===== src/rtl/ap_hs_pkg.sv =====
// ap_hs_pkg
//   Shared definitions for the ap_ctrl_hs job master: FSM state encoding
//   and default widths/limits used by ap_hs_job_master and ap_hs_watchdog.
package ap_hs_pkg;

  typedef enum logic [1:0] {
    ST_IDLE  = 2'd0,  // waiting for a job on the command port
    ST_START = 2'd1,  // ap_start high, waiting for ap_ready
    ST_WAIT  = 2'd2,  // started, waiting for ap_done
    ST_RESP  = 2'd3   // result held on the response port
  } state_t;

  localparam int DATA_W_DEF  = 32;
  localparam int TO_W_DEF    = 16;
  localparam int TIMEOUT_DEF = 1000;
  localparam int JOB_CNT_W   = 16;

endpackage


===== src/rtl/ap_hs_watchdog.sv =====
// ap_hs_watchdog
//   Cycle counter that aborts a job which stays too long in START+WAIT.
//   The count is cleared when a job is accepted and advances on every
//   enabled cycle; 'expired' flags the enabled cycle in which the count
//   sits at TIMEOUT-1, i.e. the TIMEOUT-th cycle of the job.
// Ports:
//   clk, rst  : clock, asynchronous active-high reset
//   clr       : restart the count at zero (job acceptance)
//   en        : count this cycle (job in START or WAIT)
//   expired   : last allowed cycle of the job
module ap_hs_watchdog
  import ap_hs_pkg::*;
#(
  parameter int TO_W    = TO_W_DEF,
  parameter int TIMEOUT = TIMEOUT_DEF
) (
  input  logic clk,
  input  logic rst,
  input  logic clr,
  input  logic en,
  output logic expired
);

  localparam logic [TO_W-1:0] LAST = TO_W'(TIMEOUT - 1);

  logic [TO_W-1:0] count;

  always_ff @(posedge clk or posedge rst) begin
    if (rst) begin
      count <= '0;
    end else if (clr) begin
      count <= '0;
    end else if (en) begin
      count <= count + 1'b1;
    end
  end

  // The job leaves START/WAIT on expiry, so the count never passes LAST.
  assign expired = en && (count == LAST);

endmodule


===== src/rtl/ap_hs_job_master.sv =====
// ap_hs_job_master
//   Host-side initiator for an ap_ctrl_hs HLS core. Takes a job (s, e) on
//   the command port, holds the arguments on core_s/core_e, pulses the core
//   through ap_start/ap_ready, waits for ap_done and returns ap_return on
//   the response port. A watchdog turns a job that never finishes into a
//   timeout response (rsp_data=0, rsp_timeout=1).
// Ports:
//   ap_clk, ap_rst            : clock, asynchronous active-high reset
//   cmd_valid/cmd_ready       : job request handshake, cmd_s/cmd_e arguments
//   core_ap_*                 : ap_ctrl_hs block-level handshake to the core
//   core_s/core_e             : registered arguments, held until next job
//   core_ap_return            : core result
//   rsp_valid/rsp_ready       : response handshake, rsp_data/rsp_timeout
//   busy                      : a job is in flight or its response is held
//   job_count                 : completed response handshakes (wraps)
//
// Handshakes: both ports use strict valid/ready. A transfer happens on a
// rising edge where valid and ready are both high. cmd_ready is a pure
// function of state and core_ap_idle and never looks at cmd_valid.
// rsp_valid, once high, stays high with rsp_data/rsp_timeout stable until
// the transfer; it never depends on rsp_ready.
module ap_hs_job_master
  import ap_hs_pkg::*;
#(
  parameter int DATA_W  = DATA_W_DEF,
  parameter int TO_W    = TO_W_DEF,
  parameter int TIMEOUT = TIMEOUT_DEF
) (
  input  logic                 ap_clk,
  input  logic                 ap_rst,
  input  logic                 cmd_valid,
  output logic                 cmd_ready,
  input  logic [DATA_W-1:0]    cmd_s,
  input  logic [DATA_W-1:0]    cmd_e,
  output logic                 core_ap_start,
  input  logic                 core_ap_done,
  input  logic                 core_ap_idle,
  input  logic                 core_ap_ready,
  output logic [DATA_W-1:0]    core_s,
  output logic [DATA_W-1:0]    core_e,
  input  logic [DATA_W-1:0]    core_ap_return,
  output logic                 rsp_valid,
  input  logic                 rsp_ready,
  output logic [DATA_W-1:0]    rsp_data,
  output logic                 rsp_timeout,
  output logic                 busy,
  output logic [JOB_CNT_W-1:0] job_count
);

  state_t state_q;
  state_t state_d;

  logic accept;      // command transfer this cycle
  logic cap_return;  // normal completion: capture ap_return
  logic cap_abort;   // watchdog expiry without done
  logic rsp_fire;    // response transfer this cycle
  logic wd_en;
  logic wd_expired;

  assign cmd_ready = (state_q == ST_IDLE) && core_ap_idle;
  assign busy      = (state_q != ST_IDLE);
  assign wd_en     = (state_q == ST_START) || (state_q == ST_WAIT);

  ap_hs_watchdog #(
    .TO_W    (TO_W),
    .TIMEOUT (TIMEOUT)
  ) u_watchdog (
    .clk     (ap_clk),
    .rst     (ap_rst),
    .clr     (accept),
    .en      (wd_en),
    .expired (wd_expired)
  );

  // Next-state logic. A done that coincides with watchdog expiry is a
  // normal completion, so done is tested before expiry in both states.
  always_comb begin
    state_d    = state_q;
    accept     = 1'b0;
    cap_return = 1'b0;
    cap_abort  = 1'b0;
    rsp_fire   = 1'b0;
    case (state_q)
      ST_IDLE: begin
        if (cmd_valid && cmd_ready) begin
          accept  = 1'b1;
          state_d = ST_START;
        end
      end
      ST_START: begin
        if (core_ap_ready && core_ap_done) begin
          cap_return = 1'b1;
          state_d    = ST_RESP;
        end else if (wd_expired) begin
          cap_abort = 1'b1;
          state_d   = ST_RESP;
        end else if (core_ap_ready) begin
          state_d = ST_WAIT;
        end
      end
      ST_WAIT: begin
        if (core_ap_done) begin
          cap_return = 1'b1;
          state_d    = ST_RESP;
        end else if (wd_expired) begin
          cap_abort = 1'b1;
          state_d   = ST_RESP;
        end
      end
      ST_RESP: begin
        if (rsp_ready) begin
          rsp_fire = 1'b1;
          state_d  = ST_IDLE;
        end
      end
      default: state_d = ST_IDLE;
    endcase
  end

  always_ff @(posedge ap_clk or posedge ap_rst) begin
    if (ap_rst) begin
      state_q <= ST_IDLE;
    end else begin
      state_q <= state_d;
    end
  end

  // core_ap_start and rsp_valid are registered decodes of the next state so
  // that they are glitch-free and track the FSM exactly one edge later.
  always_ff @(posedge ap_clk or posedge ap_rst) begin
    if (ap_rst) begin
      core_ap_start <= 1'b0;
      rsp_valid     <= 1'b0;
      rsp_data      <= '0;
      rsp_timeout   <= 1'b0;
      core_s        <= '0;
      core_e        <= '0;
      job_count     <= '0;
    end else begin
      core_ap_start <= (state_d == ST_START);
      rsp_valid     <= (state_d == ST_RESP);
      if (accept) begin
        core_s <= cmd_s;
        core_e <= cmd_e;
      end
      // Captures only happen on the START/WAIT exits, so a stray done seen
      // in IDLE or RESP leaves the held response untouched.
      if (cap_return) begin
        rsp_data    <= core_ap_return;
        rsp_timeout <= 1'b0;
      end else if (cap_abort) begin
        rsp_data    <= '0;
        rsp_timeout <= 1'b1;
      end
      if (rsp_fire) begin
        job_count <= job_count + 1'b1;
      end
    end
  end

endmodule


===== config.mk =====
export PLATFORM = sky130hd
export DESIGN_NAME = ap_hs_job_master
export DESIGN_NICKNAME = d
export VERILOG_FILES = /design/src/rtl/ap_hs_pkg.sv /design/src/rtl/ap_hs_watchdog.sv /design/src/rtl/ap_hs_job_master.sv
export SDC_FILE = /design/constraint.sdc
export NUM_CORES = 1
export LEC_CHECK = 0
export BUFFER_PORTS_ARGS = -buffer_cell sky130_fd_sc_hd__buf_4
export CORE_ASPECT_RATIO = 1.25
export CORE_MARGIN = 1.5
export CORE_UTILIZATION = 40
export CTS_CLUSTER_DIAMETER = 100
export DETAILED_ROUTE_END_ITERATION = 12
export HOLD_SLACK_MARGIN = 0.05
export PLACE_DENSITY = 0.7
export SETUP_SLACK_MARGIN = 0.15
export SLEW_MARGIN = 20
export SYNTH_ARGS = -nofsm -noshare
export SYNTH_HDL_FRONTEND = slang
export SYNTH_SLANG_ARGS = --single-unit

===== constraint.sdc =====
create_clock -name ap_clk -period 11.5 [get_ports ap_clk]
set_input_delay 2.3 -clock ap_clk [delete_from_list [all_inputs] [get_ports ap_clk]]
set_output_delay 2.3 -clock ap_clk [all_outputs]
set_load 0.01 [all_outputs]

After elaboration in Yosys (flattened, before gate mapping)
Index checks and enable logic that the tools add are counted.
{ "classes": {"n_reduce_logical": 9, "n_addsub": 2, "eq_ne": 6, "n_mux": 25} }
{ "ops": {"columns": ["operator", "count"], "rows": [
  ["$mux W32", 2],
  ["$add A16 B1 Y16 const B", 2],
  ["$mux W16", 2],
  ["$eq A16 B10 Y1 const B", 1],
  ["$mux W2", 7],
  ["$mux W1", 11],
  ["$pmux W2 S4", 1],
  ["$eq A2 B2 Y1 const B", 3],
  ["$reduce_bool A2 Y1", 3],
  ["$eq A2 B1 Y1 const B", 2],
  ["$logic_and A1 B1 Y1", 4],
  ["$pmux W1 S2", 2],
  ["$logic_not A2 Y1", 1],
  ["$logic_or A1 B1 Y1", 1]
]} }
{ "totals": {"register_bits": 133, "elab_cells": 51, "output_inout_bits": 117, "in_bits": 103} }

Longest topological paths before layout
Gate-level depths: netlist of the first run.
{ "logic_depth": {"word_depth": 8, "mapped_depth": 8, "ltp_nobuf": 6} }

Cells and area by module
A second synthesis of the first run with hierarchy kept.
{ "unflattened": {"cells_unflattened": 390, "hier_area_um2": 5454.0} }
{ "modules_own_cells": {"columns": ["mod", "seq_area_each_um2", "cells_each", "instances", "area_per_inst_um2"], "rows": [
  ["ap_hs_job_master", 2927.8, 302, 1, 4585.6],
  ["ap_hs_watchdog", 400.4, 88, 1, 868.3]
]} }

Worst setup path before layout of the first run
OpenSTA, ideal clock, no wires.
{ "synth_path": {"kind": "input-to-output", "startpoint": "input port core_ap_idle", "endpoint": "output port cmd_ready", "arrival_time_ps": 2446, "slack_ps": 6754, "path_stages": 1, "n_path_buf": 0, "t_required_ps": 9200, "cell_sequence": "and2_1"} }
{ "synth_between": {"elab_chain_len": 1} }
{ "synth_lines": {"columns": ["item", "line", "source"], "rows": [
  ["start, declared", "ap_hs_job_master.sv:37", "input logic core_ap_idle,"],
  ["$logic_and A1 B1 Y1", "ap_hs_job_master.sv:60", "assign cmd_ready = (state_q == ST_IDLE) && core_ap_idle;"],
  ["end, declared", "ap_hs_job_master.sv:32", "output logic cmd_ready,"]
]} }
No other way between the ends.

Worst setup path after layout of the first run
Same ends and word-level chain as after synthesis.

==> flow_summary.ini, run 1 <==
[grt]
grt_pass1_wl_microns = 20500
track_usage_pct = 18.3
globalRouteOverflowTotal = 0
grt_pass1_vias = 4100
grt_antenna_before_repair = 0
grt_start_max_net_pins = 83

[power]
vdd_ir_drop_max_v = 0.000107
power_density_nw_per_um2 = 251
power.leakage_nw = 3.81

[place]
hpwl_microns = 9630
dp_cells = 826
port_buffers = 219
place_ws_ns = 6.53
placement.cell_area_sq_um = 7290
place_congestion = 0.784

[synthesis]
ys_types = 41
ys_async_sr_fraction_pct = 100
ys_seq_elements = 133
ys_top_cells_by_count = dfrtp_1 (133), nand2_1 (72), mux2_2 (65)
synth_edf_count = 0
ys.flop_type = dfrtp_1
syn_nets = 568
synth.area.top_cells = dfrtp_1 (60%), mux2_2 (13%), nand2_1 (4.9%)
synth_top_cell_by_area = dfrtp_1
synth_top_cell_area_share_pct = 60.2
yosysMostFrequentCell = dfrtp_1
synthCells = 457
ys_seq_area_share_pct = 60.2
ys_warn_count = 0
syn_area_per_cell_sq_um = 12.1
syn_area_sq_um = 5530

[finish]
finalNetCount = 785
drive_gt1_share_pct = 47.7
antenna-diode-count = 0
fin_area_sq_um = 7870
syn2layout_area_growth_pct = 42.4
fin_cells = 857

[floorplanning]
die_x_microns = 108
initial_core_util_pct = 41.4
pin_count = 220
rows = 47
die_area_sq_um = 14500
core_area_sq_um = 13300
die_h_microns = 134

[routing]
routed_wl_microns = 13300
firstDrtPassIters = 4
vias = 4199
wl_per_cell_microns = 15.5
vias_per_cell = 4.90
drc = 0
drtIter0Drc = 223
ant_nets = 0

[sta]
fin_ws_ns = 6.53
tightest_slew_ns = 0.997
setup-tns-final_ns = 0
hold_viol_final = 0
grt_setup_unrepaired = false
fmax_ghz = 0.201
period_needed_ns = 4.97
worst_hold_slack_ns = 0.480
relSlewSlack_pct = 33.5
finalMaxSlewViolations = 0
fin_crit_sh_pct = 43.2
setup_violations = 0
fin_skew_ns = 0.0148

[clock_tree]
cts-root-buf = clkbuf_16
clockBufferDepth = 2
numClockSinks = 133
clk_latency_ns = 0.41
postCtsHoldBufs = 0
cts_buffers = 17
cts_max_level = 4
postCtsSetupRepairBufs = 0
tritoncts = done
clk_pin_slew_ns = 0.05
ctsResizeCount = 0

[critical_path]
crit_fanout = 2
cp-end-kind = output pin
critPathRequiredTime_ns = 9.20
reg2regPathDepth = 7
cp.arrival_ns = 2.67
path_class = in -> out
r2r_end = rsp_valid
start_kind = input pin
regToRegSetupSlack_ns = 8.94
r2r-start = state_q[1]

[hold_path]
hp-start = job_count[15]
hold_path_end = job_count[15]
hold_class = reg -> reg
hold_depth = 1

[run]
cap_violations = 0

[status]
status = finished clean
==> area by class of cell <==
class,instances,area [sq um]
Inverter,8,32.5
Fill cell,1109,5480
Clock buffer,19,453
Multi-Input combinational cell,293,2050
Timing Repair Buffer,221,1660
Sequential cell,133,3330
Tap cell,171,214
Clock inverter,12,130
==> where the power goes <==
group / total [mW] / switching, mW / leakage (nW) / internal, mW
Combinational: 0.697 / 0.311 / 1.86 / 0.385
Clock: 0.525 / 0.196 / 0.285 / 0.329
Sequential: 0.756 / 0.104 / 1.66 / 0.651
Total: 1.98 / 0.612 / 3.81 / 1.37
==> flip-flops by register name (all words and copies together) (netlist names) <==
name / flops
u_watchdog.count: 16
core_e: 32
core_s: 32
rsp_data: 32
state_q: 2
rsp_timeout: 1
job_count: 16
rsp_valid: 1
core_ap_start: 1
==> worst max-delay path: stages <==
cell and delay [ns]:
buf_4 0.11, and2_1 0.12, buf_4 0.14
==> metrics by stage <==
| step | util (%) | total power, mW |
|---|---|---|
| 2_1_floorplan | - | 1.09 |
| 3_3_place_gp | 54.5 | 1.45 |
| 3_5_place_dp | 54.6 | 1.47 |
| 4_1_cts | 58.9 | 2.00 |
| 5_1_grt | 59.0 | 2.10 |
| 6_report | 59.0 | 1.98 |
==> routing by layer <==
layer  global-route usage, %  vias up  share of wire (%)  wire (microns)
met3                    5.30       31                7.4             980
met4                    9.21        0                3.0             395
met5                       0        -                  0               0
li1                        -     2010                  -               -
met2                    31.9      165                 53            6980
met1                    20.2     1993                 37            4920
==> worst max-delay path by stage <==
stage / cells past startpoint / slack, ns / end / startpoint
2_1_floorplan: 1 / 5.65 / core_ap_start / ap_rst
3_5_place_dp: 3 / 6.53 / cmd_ready / core_ap_idle
5_1_grt: 3 / 6.51 / cmd_ready / core_ap_idle
4_1_cts: 3 / 6.53 / cmd_ready / core_ap_idle
3_3_place_gp: 3 / 6.52 / cmd_ready / core_ap_idle
6_report: 3 / 6.53 / cmd_ready / core_ap_idle
==> layout by cell type (no fill, tap or decap), drive strengths merged, types with 2 or more instances in the layout <==
master / instances
buf: 221
dfrtp: 133
nand2: 72
mux2: 65
o21ai: 35
nor2: 19
clkbuf: 19
nand3: 17
xor2: 14
xnor2: 13
inv: 9
ha: 8
clkinv: 7
nand4: 6
and3: 6
and4: 5
a21oi: 5
nor3: 4
nand2b: 3
o31ai: 3
or3: 2
nor4: 2
and2: 2
bufinv: 2
clkinvlp: 2
or4b: 2
==> cells by family after synthesis <==
| logic type | synth area share, % |
|---|---|
| AOI/OAI and AO/OA | 5.14 |
| buffers and inverters | 2.85 |
| xor gates and xnor gates | 4.28 |
| and+or+nand+nor | 12.3 |
| DFF | 60.2 |
| muxes | 13.4 |
| adders and majority gates | 1.81 |
Power figures use the tool's default switching activity.
==> run 2: changes to the inputs <==
Settings changed: PLACE_DENSITY 0.7 to 0.73.
Clock period 11.5 ns to 4.4 ns, I/O delays scaled along.
==> flow_summary.ini, run 2 (synthesized netlist as in run 1, its figures left out) <==
[power]
finalPower_mw = 5.32
comb_power_share_pct = 34.4
power_density_nw_per_um2 = 669
p_seq_share_pct = 37.4
switching_share_pct = 30.8
power_frac_clock_pct = 28.2
power_switching_mw = 1.64
power.leakage_nw = 3.83
p_int_mw = 3.68
vdd_ir_drop_max_v = 0.000322

[critical_path]
cp.arrival_ns = 2.78
crit_chain = inv_1 > ha_1 > and3_4 > o221ai_1 > and3_1 > a21boi_2
start_kind = flop
critical_path_buf_inv_count = 1
slowest_stage = and3_4
critPathRequiredTime_ns = 4.67
cp-end-kind = flop
path_class = reg -> reg
cp_top_family = simple AND/OR/NAND/NOR gates
cp_slowest_stage_delay_ns = 0.86
crit_fanout = 82

[floorplanning]
initial_core_util_pct = 41.4
die_area_sq_um = 14500
rows = 47
core_area_sq_um = 13300
die_x_microns = 108
die_h_microns = 134
pin_count = 220

[place]
place_congestion = 0.764
hpwl_microns = 9750
place_ws_ns = 1.77
port_buffers = 219

[finish]
final_cell_mix = buf_4 (219), dfrtp_1 (133), nand2_1 (72), mux2_2 (65), o21ai_0 (31)
finalNetCount = 785
syn2layout_area_growth_pct = 43.8
drive_gt1_share_pct = 47.7
final_common_cell = buf_4
reg_top3 = core_e (32), core_s (32), rsp_data (32)
antenna-diode-count = 0

[run]
cap_violations = 0

[sta]
fin_crit_sh_pct = 57.2
finalMaxSlewViolations = 0
hold_viol_final = 0
setup_violations = 0
relSlewSlack_pct = 30.7
grt_setup_unrepaired = false
fin_ws_ns = 1.88
worst_hold_slack_ns = 0.479
fin_skew_ns = 0.00781
period_needed_ns = 2.52
fmax_ghz = 0.397
tightest_slew_ns = 1.04
setup-tns-final_ns = 0

[clock_tree]
postCtsSetupRepairBufs = 0
postCtsHoldBufs = 0
ctsResizeCount = 0
clk_latency_ns = 0.41
clk_pin_slew_ns = 0.06
cts_max_level = 4
tritoncts = done
clockBufferDepth = 2
numClockSinks = 133
cts-root-buf = clkbuf_16
cts_buffers = 17

[grt]
grt_start_max_net_pins = 85
grt_antenna_before_repair = 0
globalRouteOverflowTotal = 0
grt_pass1_vias = 4191
track_usage_pct = 18.6
grt_pass1_wl_microns = 20800

[status]
status = finished clean

[routing]
firstDrtPassIters = 4
wl_per_cell_microns = 15.9
ant_nets = 0
vias_per_cell = 4.94
vias = 4232
drtIter0Drc = 215
drc = 0
routed_wl_microns = 13600

[hold_path]
hold_class = reg -> reg
## run 2: power by group through the flow
stage	combinational [mW]	clock [mW]	sequential, mW
after detailed placement	1.85	0	2.01
after global placement	1.80	0	1.98
after global routing	1.98	1.60	2.04
after floorplan	0.665	0	2.18
after CTS	1.85	1.53	1.99
final	1.83	1.50	1.99
## run 2: worst reg2reg max path, delay by kind of cell, from the launching register on
| kind | cells | cell delay (ns) |
|---|---|---|
| AO/OA/AOI/OAI | 2 | 0.47 |
| buffers and inverters | 1 | 0.14 |
| adder cells (fa/ha/maj) | 1 | 0.24 |
| flip-flops | 1 | 0.46 |
| AND/OR/NAND/NOR | 2 | 1.07 |
## run 2: final timing paths
| check | start | slack (ns) | to | cells past startpoint |
|---|---|---|---|---|
| max | state_q[1] | 1.88 | rsp_valid | 6 |
| min | job_count[15] | 0.48 | job_count[15] | 1 |
| max reg2reg | state_q[1] | 1.88 | rsp_valid | 6 |
| min reg2reg | job_count[15] | 0.48 | job_count[15] | 1 |
| max in group asynchronous | ap_rst | 2.90 | core_e[19] | 4 |
| min in group asynchronous | ap_rst | 0.50 | core_e[13] | 2 |
## run 2: cell type report
class	count	area, sq um
sequential	133	3330
multi-input combinational	293	2050
inverter	8	33.8
timing repair buffer	221	1680
clock inverter	13	195
fill	1066	5400
tap	171	214
clock buffer	18	439
## run 2: metrics by stage
stage | std cells | utilization (%) | cell area, sq um
2_1_floorplan | 457 | - | 5530
3_3_place_gp | 825 | 54.6 | 7290
3_5_place_dp | 825 | 54.6 | 7290
4_1_cts | 856 | 59.4 | 7930
5_1_grt | 857 | 59.5 | 7950
6_report | 857 | 59.5 | 7950
## run 2: layer usage
layer | GRT usage (%) | wire, microns | up-vias
met5 | 0 | 0 | -
met4 | 8.33 | 276 | 0
met3 | 4.13 | 811 | 21
met2 | 34.5 | 7500 | 146
met1 | 19.8 | 5010 | 2068
li1 | - | - | 1997
==> run 3: changes to the inputs <==
Clock period 4.4 ns to 2.25 ns, I/O delays scaled along.
==> flow_summary.ini, run 3 (synthesized netlist as in run 1, its figures left out) <==
[critical_path]
regToRegSetupSlack_ns = 0.34
crit_fanout = 7
start_kind = flop
critical_path_buf_inv_count = 1
startpoint = state_q[0]
r2r-start = state_q[0]
crit_chain = inv_1 > ha_4 > and4_1 > nand3_2 > or4_1 > a21oi_1
crit_path_end = u_watchdog.count[15]
cp_top_family = simple AND/OR/NAND/NOR gates
path_class = reg -> reg
cp_slowest_stage_delay_ns = 0.49
r2r_end = u_watchdog.count[15]
cp.depth = 6
reg2regPathDepth = 6
slowest_stage = or4_1
cp-end-kind = flop
cp.arrival_ns = 2.24
critPathRequiredTime_ns = 2.58

[sta]
fmax_ghz = 0.525
period_needed_ns = 1.91
relSlewSlack_pct = 54.1
finalMaxSlewViolations = 0
hold_viol_final = 0
worst_hold_slack_ns = 0.157
fin_skew_ns = 0.00836
grt_setup_unrepaired = false
setup-tns-final_ns = 0
setup_violations = 0
fin_crit_sh_pct = 84.7
tightest_slew_ns = 0.689

[clock_tree]
clockBufferDepth = 2
tritoncts = done
clk_latency_ns = 0.40
postCtsSetupRepairBufs = 0
clk_pin_slew_ns = 0.06
cts_max_level = 4
cts-root-buf = clkbuf_16
cts_buffers = 17
numClockSinks = 133

[routing]
firstDrtPassIters = 4
wl_per_cell_microns = 15.4
routed_wl_microns = 13400
drtIter0Drc = 204
vias = 4231
drc = 0
vias_per_cell = 4.89
ant_nets = 0

[grt]
grt_antenna_before_repair = 0
track_usage_pct = 18.7
grt_pass1_wl_microns = 21100
globalRouteOverflowTotal = 0
grt_pass1_vias = 4215
grt_start_max_net_pins = 77

[run]
cap_violations = 0

[finish]
finalNetCount = 793
seqCellArea_sq_um = 3330
final_cell_mix = buf_4 (227), dfrtp_1 (132), nand2_1 (72), mux2_2 (65), o21ai_0 (31)
syn2layout_area_growth_pct = 45.0
multiInputGateArea_sq_um = 2070
reg_top3 = core_e (32), core_s (32), rsp_data (32)
drive_gt1_share_pct = 48.3
antenna-diode-count = 0
fill_cells = 1060
final_common_cell = buf_4

[floorplanning]
core_area_sq_um = 13300
pin_count = 220
initial_core_util_pct = 41.4
rows = 47
die_area_sq_um = 14500
die_x_microns = 108
die_h_microns = 134

[place]
place_congestion = 0.824
hpwl_microns = 9950
port_buffers = 219

[power]
power_density_nw_per_um2 = 1300
vdd_ir_drop_max_v = 0.000613
power.leakage_nw = 3.88

[status]
status = finished clean

[hold_path]
hold_class = in -> async
## run 3: metrics by stage
step                      std cells  total power [mW]  utilization, %  area, sq um  setup slack (ns)
after floorplan                 457              5.57               -         5530             0.149
after global placement          834              7.43            55.2         7370             0.265
after detailed placement        834              7.59            55.2         7370             0.216
after CTS                       866              10.5            59.9         8000             0.199
after global routing            866              11.0            60.1         8020             0.156
final                           866              10.4            60.1         8020             0.345
## run 3: per-layer routing
metal / vias to the layer above / track usage, % / part of all wire, %
met5: - / 0 / 0
met3: 22 / 4.03 / 5.8
li1: 2016 / - / -
met1: 2057 / 21.5 / 38
met4: 0 / 7.46 / 2.2
met2: 136 / 33.3 / 54
## run 3: worst register-to-register path: stages (launching register included)
cell and delay, ns:
dfrtp_1 0.40, inv_1 0.14, ha_4 0.32, and4_1 0.23
nand3_2 0.12, or4_1 0.49, a21oi_1 0.14
## run 3: how the worst min path moves through the flow
stage,from,end,cells after the start
after floorplan,u_watchdog.count[1],u_watchdog.count[1],2
after global placement,job_count[15],job_count[15],1
after detailed placement,job_count[15],job_count[15],1
after CTS,ap_rst,job_count[3],3
after global routing,ap_rst,state_q[0],3
final,ap_rst,job_count[3],3
## run 3: power by group
part / leakage, nW / internal, mW / switching [mW] / total, mW
combinational: 1.91 / 2.03 / 1.61 / 3.64
sequential: 1.66 / 3.33 / 0.545 / 3.87
clock: 0.309 / 1.87 / 1.04 / 2.91
total: 3.88 / 7.23 / 3.20 / 10.4
## run 3: final cells by class
class,instances,share of cell area [%]
Clock inverter,14,2.50
Timing Repair Buffer,229,21.8
Tap cell,171,2.67
Inverter,8,0.421
Multi-Input combinational cell,293,25.8
Sequential cell,133,41.5
Clock buffer,18,5.35
## run 3: what timing repair did
action	in CTS	in global routing
setup endpoints to repair	0	33
gates resized for setup	0	3
hold buffers	0	0
